===== src/rtl/dmem_mmio_if.sv =====
// Core data-memory bus plus the output byte stream of dmem_mmio, bundled so
// the core side and the memory/MMIO side see one connection.
interface dmem_mmio_if;
    logic        MemWrite;
    logic [31:0] DataAdr;
    logic [31:0] WriteData;
    logic [31:0] ReadData;
    logic        out_valid;
    logic [7:0]  out_data;
    logic        out_ready;

    modport master (
        output MemWrite, DataAdr, WriteData, out_ready,
        input  ReadData, out_valid, out_data
    );

    modport slave (
        input  MemWrite, DataAdr, WriteData, out_ready,
        output ReadData, out_valid, out_data
    );
endinterface


===== src/rtl/dmem_mmio.sv =====
// Data RAM plus a small MMIO page (cycle counter, LED register, byte FIFO)
// for a single-cycle core; loads are combinational, stores land on the edge.
module dmem_mmio #(
    parameter int RAM_WORDS  = 64,
    parameter int FIFO_DEPTH = 4
) (
    input  logic       clk,
    input  logic       reset,
    dmem_mmio_if.slave bus,
    output logic [7:0] LEDs
);

    localparam int RAM_AW = $clog2(RAM_WORDS);
    localparam int PTR_W  = $clog2(FIFO_DEPTH);
    localparam int CNT_W  = PTR_W + 1;

    typedef enum logic [2:0] {
        SEL_NONE,
        SEL_RAM,
        SEL_CYCLE,
        SEL_LED,
        SEL_TXDATA,
        SEL_TXSTAT
    } sel_e;

    sel_e              sel;
    logic [RAM_AW-1:0] ram_idx;
    logic              unused_addr_bits;

    // NOTE: every always_comb output gets a default before any branch, so no
    // path leaves it unassigned and no latch is inferred.
    always_comb begin
        sel = SEL_NONE;
        if (bus.DataAdr[31:9] == '0) begin
            if (!bus.DataAdr[8]) begin
                sel = SEL_RAM;
            end else if (bus.DataAdr[7:4] == 4'h0) begin
                case (bus.DataAdr[3:2])
                    2'd0:    sel = SEL_CYCLE;
                    2'd1:    sel = SEL_LED;
                    2'd2:    sel = SEL_TXDATA;
                    default: sel = SEL_TXSTAT;
                endcase
            end
        end
    end

    assign ram_idx          = bus.DataAdr[2 +: RAM_AW];
    assign unused_addr_bits = ^bus.DataAdr[1:0];

    // ------------------------------------------------------------------
    // Data RAM
    // ------------------------------------------------------------------
    logic [31:0] ram_q [RAM_WORDS];
    logic        ram_we;

    assign ram_we = bus.MemWrite && !reset && (sel == SEL_RAM);

    // NOTE: the RAM array has no reset; its contents must survive reset and
    // a reset loop over the array would turn it into a huge register file.
    always_ff @(posedge clk) begin
        if (ram_we) begin
            ram_q[ram_idx] <= bus.WriteData;
        end
    end

    // ------------------------------------------------------------------
    // MMIO registers and output FIFO
    // ------------------------------------------------------------------
    logic [31:0]      cycle_q, cycle_d;
    logic [7:0]       led_q, led_d;
    logic [7:0]       fifo_q [FIFO_DEPTH];
    logic [PTR_W-1:0] head_q, head_d;
    logic [PTR_W-1:0] tail_q, tail_d;
    logic [CNT_W-1:0] count_q, count_d;
    logic             ovf_q, ovf_d;

    logic fifo_full, fifo_empty;
    logic push_req, push_ok, pop, txstat_wr;

    assign fifo_full  = (count_q == CNT_W'(FIFO_DEPTH));
    assign fifo_empty = (count_q == '0);
    assign pop        = !fifo_empty && bus.out_ready;
    assign push_req   = bus.MemWrite && (sel == SEL_TXDATA);
    // A full FIFO still takes a byte when the head leaves on the same edge.
    assign push_ok    = push_req && (!fifo_full || pop);
    assign txstat_wr  = bus.MemWrite && (sel == SEL_TXSTAT);

    always_comb begin
        cycle_d = cycle_q + 32'd1;
        led_d   = led_q;
        head_d  = head_q;
        tail_d  = tail_q;
        count_d = count_q + CNT_W'(push_ok) - CNT_W'(pop);
        ovf_d   = ovf_q;

        if (bus.MemWrite && (sel == SEL_LED)) begin
            led_d = bus.WriteData[7:0];
        end
        if (push_ok) begin
            tail_d = tail_q + PTR_W'(1);
        end
        if (pop) begin
            head_d = head_q + PTR_W'(1);
        end
        if (push_req && !push_ok) begin
            ovf_d = 1'b1;
        end else if (txstat_wr) begin
            ovf_d = 1'b0;
        end
    end

    // NOTE: sequential state is updated only with non-blocking assignments so
    // every register samples the pre-edge values regardless of block order.
    always_ff @(posedge clk or posedge reset) begin
        if (reset) begin
            cycle_q <= '0;
            led_q   <= '0;
            head_q  <= '0;
            tail_q  <= '0;
            count_q <= '0;
            ovf_q   <= 1'b0;
        end else begin
            cycle_q <= cycle_d;
            led_q   <= led_d;
            head_q  <= head_d;
            tail_q  <= tail_d;
            count_q <= count_d;
            ovf_q   <= ovf_d;
        end
    end

    // Entries are only meaningful below count, so the storage needs no reset.
    always_ff @(posedge clk) begin
        if (push_ok) begin
            fifo_q[tail_q] <= bus.WriteData[7:0];
        end
    end

    // ------------------------------------------------------------------
    // Outputs
    // ------------------------------------------------------------------
    logic [31:0] txstat;

    assign txstat = {25'd0, ovf_q, fifo_empty, fifo_full, 4'(count_q)};

    always_comb begin
        bus.ReadData = 32'd0;
        case (sel)
            SEL_RAM:    bus.ReadData = ram_q[ram_idx];
            SEL_CYCLE:  bus.ReadData = cycle_q;
            SEL_LED:    bus.ReadData = {24'd0, led_q};
            SEL_TXSTAT: bus.ReadData = txstat;
            default:    bus.ReadData = 32'd0;
        endcase
    end

    assign LEDs          = led_q;
    assign bus.out_valid = !fifo_empty;
    assign bus.out_data  = fifo_q[head_q];

endmodule


===== src/flat_wrapper.sv =====
// flat-port wrapper written by rule: the top's interface ports become plain ports
module dmem_mmio_flat 
#(
    parameter int RAM_WORDS  = 64,
    parameter int FIFO_DEPTH = 4
)
  (clk, reset, LEDs, bus_MemWrite, bus_DataAdr, bus_WriteData, bus_out_ready, bus_ReadData, bus_out_valid, bus_out_data);
  dmem_mmio_if bus_i ();
  input  logic clk;
  input  logic reset;
  output logic [7:0] LEDs;
  input wire logic [$bits(bus_i.MemWrite)-1:0] bus_MemWrite;
  input wire logic [$bits(bus_i.DataAdr)-1:0] bus_DataAdr;
  input wire logic [$bits(bus_i.WriteData)-1:0] bus_WriteData;
  input wire logic [$bits(bus_i.out_ready)-1:0] bus_out_ready;
  output wire logic [$bits(bus_i.ReadData)-1:0] bus_ReadData;
  output wire logic [$bits(bus_i.out_valid)-1:0] bus_out_valid;
  output wire logic [$bits(bus_i.out_data)-1:0] bus_out_data;
  assign bus_i.MemWrite = bus_MemWrite;
  assign bus_i.DataAdr = bus_DataAdr;
  assign bus_i.WriteData = bus_WriteData;
  assign bus_i.out_ready = bus_out_ready;
  assign bus_ReadData = bus_i.ReadData;
  assign bus_out_valid = bus_i.out_valid;
  assign bus_out_data = bus_i.out_data;
  dmem_mmio #(.RAM_WORDS(RAM_WORDS), .FIFO_DEPTH(FIFO_DEPTH)) u_core (.clk(clk), .reset(reset), .bus(bus_i), .LEDs(LEDs));
endmodule

===== config.mk =====
export PLATFORM = sky130hd
export DESIGN_NAME = dmem_mmio_flat
export DESIGN_NICKNAME = d
export VERILOG_FILES = /design/src/rtl/dmem_mmio_if.sv /design/src/rtl/dmem_mmio.sv /design/src/flat_wrapper.sv
export SDC_FILE = /design/constraint.sdc
export NUM_CORES = 2
export LEC_CHECK = 0
export CAP_MARGIN = 10
export CORE_UTILIZATION = 35
export DETAILED_ROUTE_END_ITERATION = 16
export GPL_ROUTABILITY_DRIVEN = 0
export PLACE_DENSITY = 0.56
export SYNTH_ARGS = -nofsm -noshare
export SYNTH_HDL_FRONTEND = slang
export SYNTH_SLANG_ARGS = --single-unit

===== constraint.sdc =====
create_clock -name clk -period 4.1 [get_ports clk]
set_input_delay 0.82 -clock clk [delete_from_list [all_inputs] [get_ports clk]]
set_output_delay 0.82 -clock clk [all_outputs]
set_load 0.02 [all_outputs]

==> key figures <==
Outcome
  – Outcome: finished, violations left
  – Violated checks: negative setup slack

Worst setup path
  – Critical path class: in2out
  – Slowest CP cell: or4_4
  – WP data required: 3.28 ns
  – Crit Path Max Fanout: 21
  – Slowest stage delay, CP: 0.58 ns
  – Worst setup EP type: primary output
  – Critical Path, Cell by Cell: buf_16 > buf_12 > clkinv_2 > buf_4 > buf_12 > o221ai_1 > o21ai_1 > a21oi_1 > or4_4 > o41ai_2 > buf_4 > buf_12
  – Startpoint Class: primary input
  – CP startpoint: bus_DataAdr[4]
  – Worst EP arrival: 3.40 ns
  – FF-to-FF Start: u_core.count_q[1]
  – CP dominant cell by count: buf_12

Power and ir drop
  – Worst VDD drop: 0.000366 V
  – Overall power: 47.0 mW
  – Lkg Pwr: 34.6 nW
  – Clock group share of total power: 41.3%
  – P_sw: 10.7 mW
  – Sequential share of power: 51.0%
  – Comb pwr share: 7.8%
  – Internal: 36.2 mW
  – Power per cell area: 447 mW/mm2
  – Switching Share: 22.9%

Timing
  – RSZ-0062 raised after global routing: yes
  – Period utilization: 103%
  – Max Clock Freq: 237 MHz
  – Pins Over Slew Limit: 0
  – Min cycle time layout: 4.22 ns
  – Final Hold Viols: 0
  – Clock Skews: 0.0189 ns
  – Max-slew headroom: 9.02%
  – Final worst slack: -0.124 ns
  – Least-Margin Pin Slew: 1.36 ns
  – # setup viols final: 19

Cells and area
  – Final instance area: 0.105 mm2
  – Final core occ: 45.1%
  – Area Growth Syn to Fin: 28.1%
  – Fraction of layout cells with a size suffix above 1: 32.6%
  – Final nets: 5506

Clocking
  – Clock root buffer: clkbuf_16
  – Clock Latency Late Sink: 0.87 ns
  – Clock transition at path regs: 0.06 ns
  – H-tree depth: 4
  – CTS sink count: 2128
  – Hold Buf Count CTS: 0
  – CTS tree: yes
  – Cts bufs inserted: 213
  – Max clock buf depth: 3

Drt
  – Via count: 52900
  – Final wirelength: 322000 um
  – Routed Antenna Nets: 0
  – Post-DR wirelength/cell: 36.8 um
  – Drt initial violations: 8980
  – Via density per instance: 6.05
  – DRC: 0
  – First drt pass iteration count: 6

Global route
  – Total GRT Usage: 26.6%
  – Largest net degree at the start of global routing: 65
  – Global route overflow: 0
  – Initial antenna violation count: 24
  – First-pass GRT wire length: 430000 um
  – Vias in the first global route: 49600

Flow run
  – Max Cap Viol: 0

Synth
  – Yosys warning total: 0
  – Mapped Avg Cell Area: 18.1 um2
  – Synth unique cells: 78
  – Asr flop ratio synth: 2.26%
  – Synth Cell Area: 0.0820 mm2
  – Synth Instances: 4526
  – Post-synth EDFFs: 2080
  – Register area share after synthesis: 77.7%
  – Synth Register Bits: 2128
  – Syn Nets: 4602
  – Most used DFF post-synth: edfxtp_1

Die
  – Core area: 0.233 mm2
  – Die area: 0.236 mm2
  – Number of I/O pins: 117
  – Num rows: 177
  – Die H: 486 um
  – Initial Util: 35.2%
  – DIE WIDTH: 486 um

Placed design
  – Post-DP Area: 0.0942 mm2
  – Port bufs: 114
  – Worst slack at placement: -1.54 ns
  – Hpwl dp: 201000 um

Hold path
  – Min-delay src: bus_WriteData[5]
  – HP Class: in2reg
-- power groups by stage --
| stage | Sequential [mW] | Combinational [mW] | Clock, mW |
|---|---|---|---|
| 6_report | 24.0 | 3.65 | 19.4 |
| 3_3_place_gp | 24.4 | 3.04 | 0 |
| 3_5_place_dp | 24.4 | 3.07 | 0 |
| 2_1_floorplan | 24.4 | 1.31 | 0 |
| 5_1_grt | 24.0 | 3.70 | 20.3 |
| 4_1_cts | 24.0 | 3.44 | 19.5 |
-- cell type report --
| type | instances | area, um2 |
|---|---|---|
| diodes | 9 | 22.5 |
| clock buffers | 279 | 5660 |
| clock inverters | 113 | 1170 |
| fillers | 19900 | 128000 |
| inverters | 16 | 90.1 |
| multi-input cells | 2076 | 18600 |
| flip-flops and latches | 2128 | 63700 |
| well taps | 3132 | 3920 |
| repair buffers | 995 | 11900 |
-- metal layers --
metal | global-route usage, % | wire, um | up-vias
met2 | 39.6 | 142000 | 4087
met1 | 36.0 | 121000 | 27500
met4 | 14.6 | 19800 | 6
li1 | - | - | 20600
met3 | 6.21 | 39300 | 730
met5 | 0 | 46 | -
-- Yosys cell counts, types with 15 or more instances --
| cell | number | share of area (%) |
|---|---|---|
| mux4_2 | 154 | 4.2 |
| dfrtp_1 | 48 | 1.5 |
| nor3_1 | 15 | 0.092 |
| o21ai_0 | 153 | 0.93 |
| clkbuf_1 | 129 | 0.59 |
| a21oi_1 | 150 | 0.92 |
| nor2b_1 | 17 | 0.13 |
| xnor2_1 | 24 | 0.26 |
| a2bb2oi_1 | 18 | 0.19 |
| o221ai_1 | 126 | 1.3 |
| edfxtp_1 | 2080 | 76 |
| nor2_1 | 166 | 0.76 |
| buf_2 | 97 | 0.59 |
| buf_1 | 36 | 0.16 |
| buf_4 | 35 | 0.32 |
| a32o_1 | 18 | 0.22 |
| a211oi_1 | 52 | 0.48 |
| o22ai_1 | 360 | 2.7 |
| nand2_1 | 148 | 0.68 |
| mux2i_1 | 159 | 1.9 |
| nand3_1 | 39 | 0.24 |
| mux2_2 | 150 | 2.1 |
| and3_1 | 19 | 0.14 |
| o22a_1 | 30 | 0.32 |
| a221oi_1 | 41 | 0.44 |
| a22oi_1 | 44 | 0.40 |
-- kinds of logic (layout without fill, tap and decap cells) --
family / after synthesis / after routing / synth area share, %
buffers and inverters: 322 / 1403 / 1.87
AOI/OAI and AO/OA: 1089 / 1089 / 9.01
DFF: 2128 / 2128 / 77.7
other: 0 / 9 / 0
and+or+nand+nor: 481 / 481 / 2.72
xor gates and xnor gates: 35 / 35 / 0.374
adders and majority gates: 8 / 8 / 0.131
muxes: 463 / 463 / 8.23
-- state kept, by name, summed over array words and instances (netlist names) --
signal and cells:
u_core.cycle_q 32, u_core.count_q 3, u_core.ovf_q 1, u_core.fifo_q 32, u_core.tail_q 2, u_core.ram_q 2048
u_core.LEDs 8, u_core.head_q 2
-- worst max-delay path: cells and delay by family --
family	cells	cell delay, ns
buffers and inverters	7	1.17
AO/OA/AOI/OAI	4	0.79
AND/OR/NAND/NOR	1	0.58
-- layout by cell type (no fill, tap or decap), types with 37 or more instances in the layout --
cell type,n
edfxtp_1,2080
buf_4,544
o22ai_1,338
buf_12,231
clkbuf_16,223
mux2i_1,158
mux4_2,154
mux2_2,148
nand2_1,137
o21ai_0,127
a21oi_1,123
o221ai_1,120
nor2_1,90
nor2_4,71
buf_6,70
clkbuf_1,61
dfrtp_1,48
a211oi_1,44
clkinv_1,42
buf_2,39
nand3_1,37
a22oi_1,37
-- metrics by stage --
stage,cells,setup TNS (ns),hold slack [ns]
after floorplan,4526,-28.35,0.446
after global placement,8209,-24.57,0.463
after detailed placement,8209,-24.95,0.471
after CTS,8695,-0.338,0.277
after global routing,8744,-0.648,0.305
final,8748,-1.01,0.328
-- repair_timing --
item,CTS,global route
pin swaps,73,41
buffers inserted,77,37
gates resized for setup,436,100
endpoints found under the hold margin,0,0
cloned,22,7
endpoints found under the setup margin,32,31
-- worst paths after layout --
kind / endpoint / cells after the start / slack (ns)
setup / recovery: bus_ReadData[27] / 12 / -0.12
hold reg to reg: u_core.cycle_q[31] / 1 / 0.49
min in group asynchronous: u_core.cycle_q[5] / 2 / 0.50
max in group asynchronous: u_core.count_q[2] / 3 / 2.84
hold / removal: u_core.ram_q[5][5] / 1 / 0.33
setup reg to reg: u_core.count_q[2] / 8 / 1.67
Note: power is estimated with default switching activity, not from simulation.
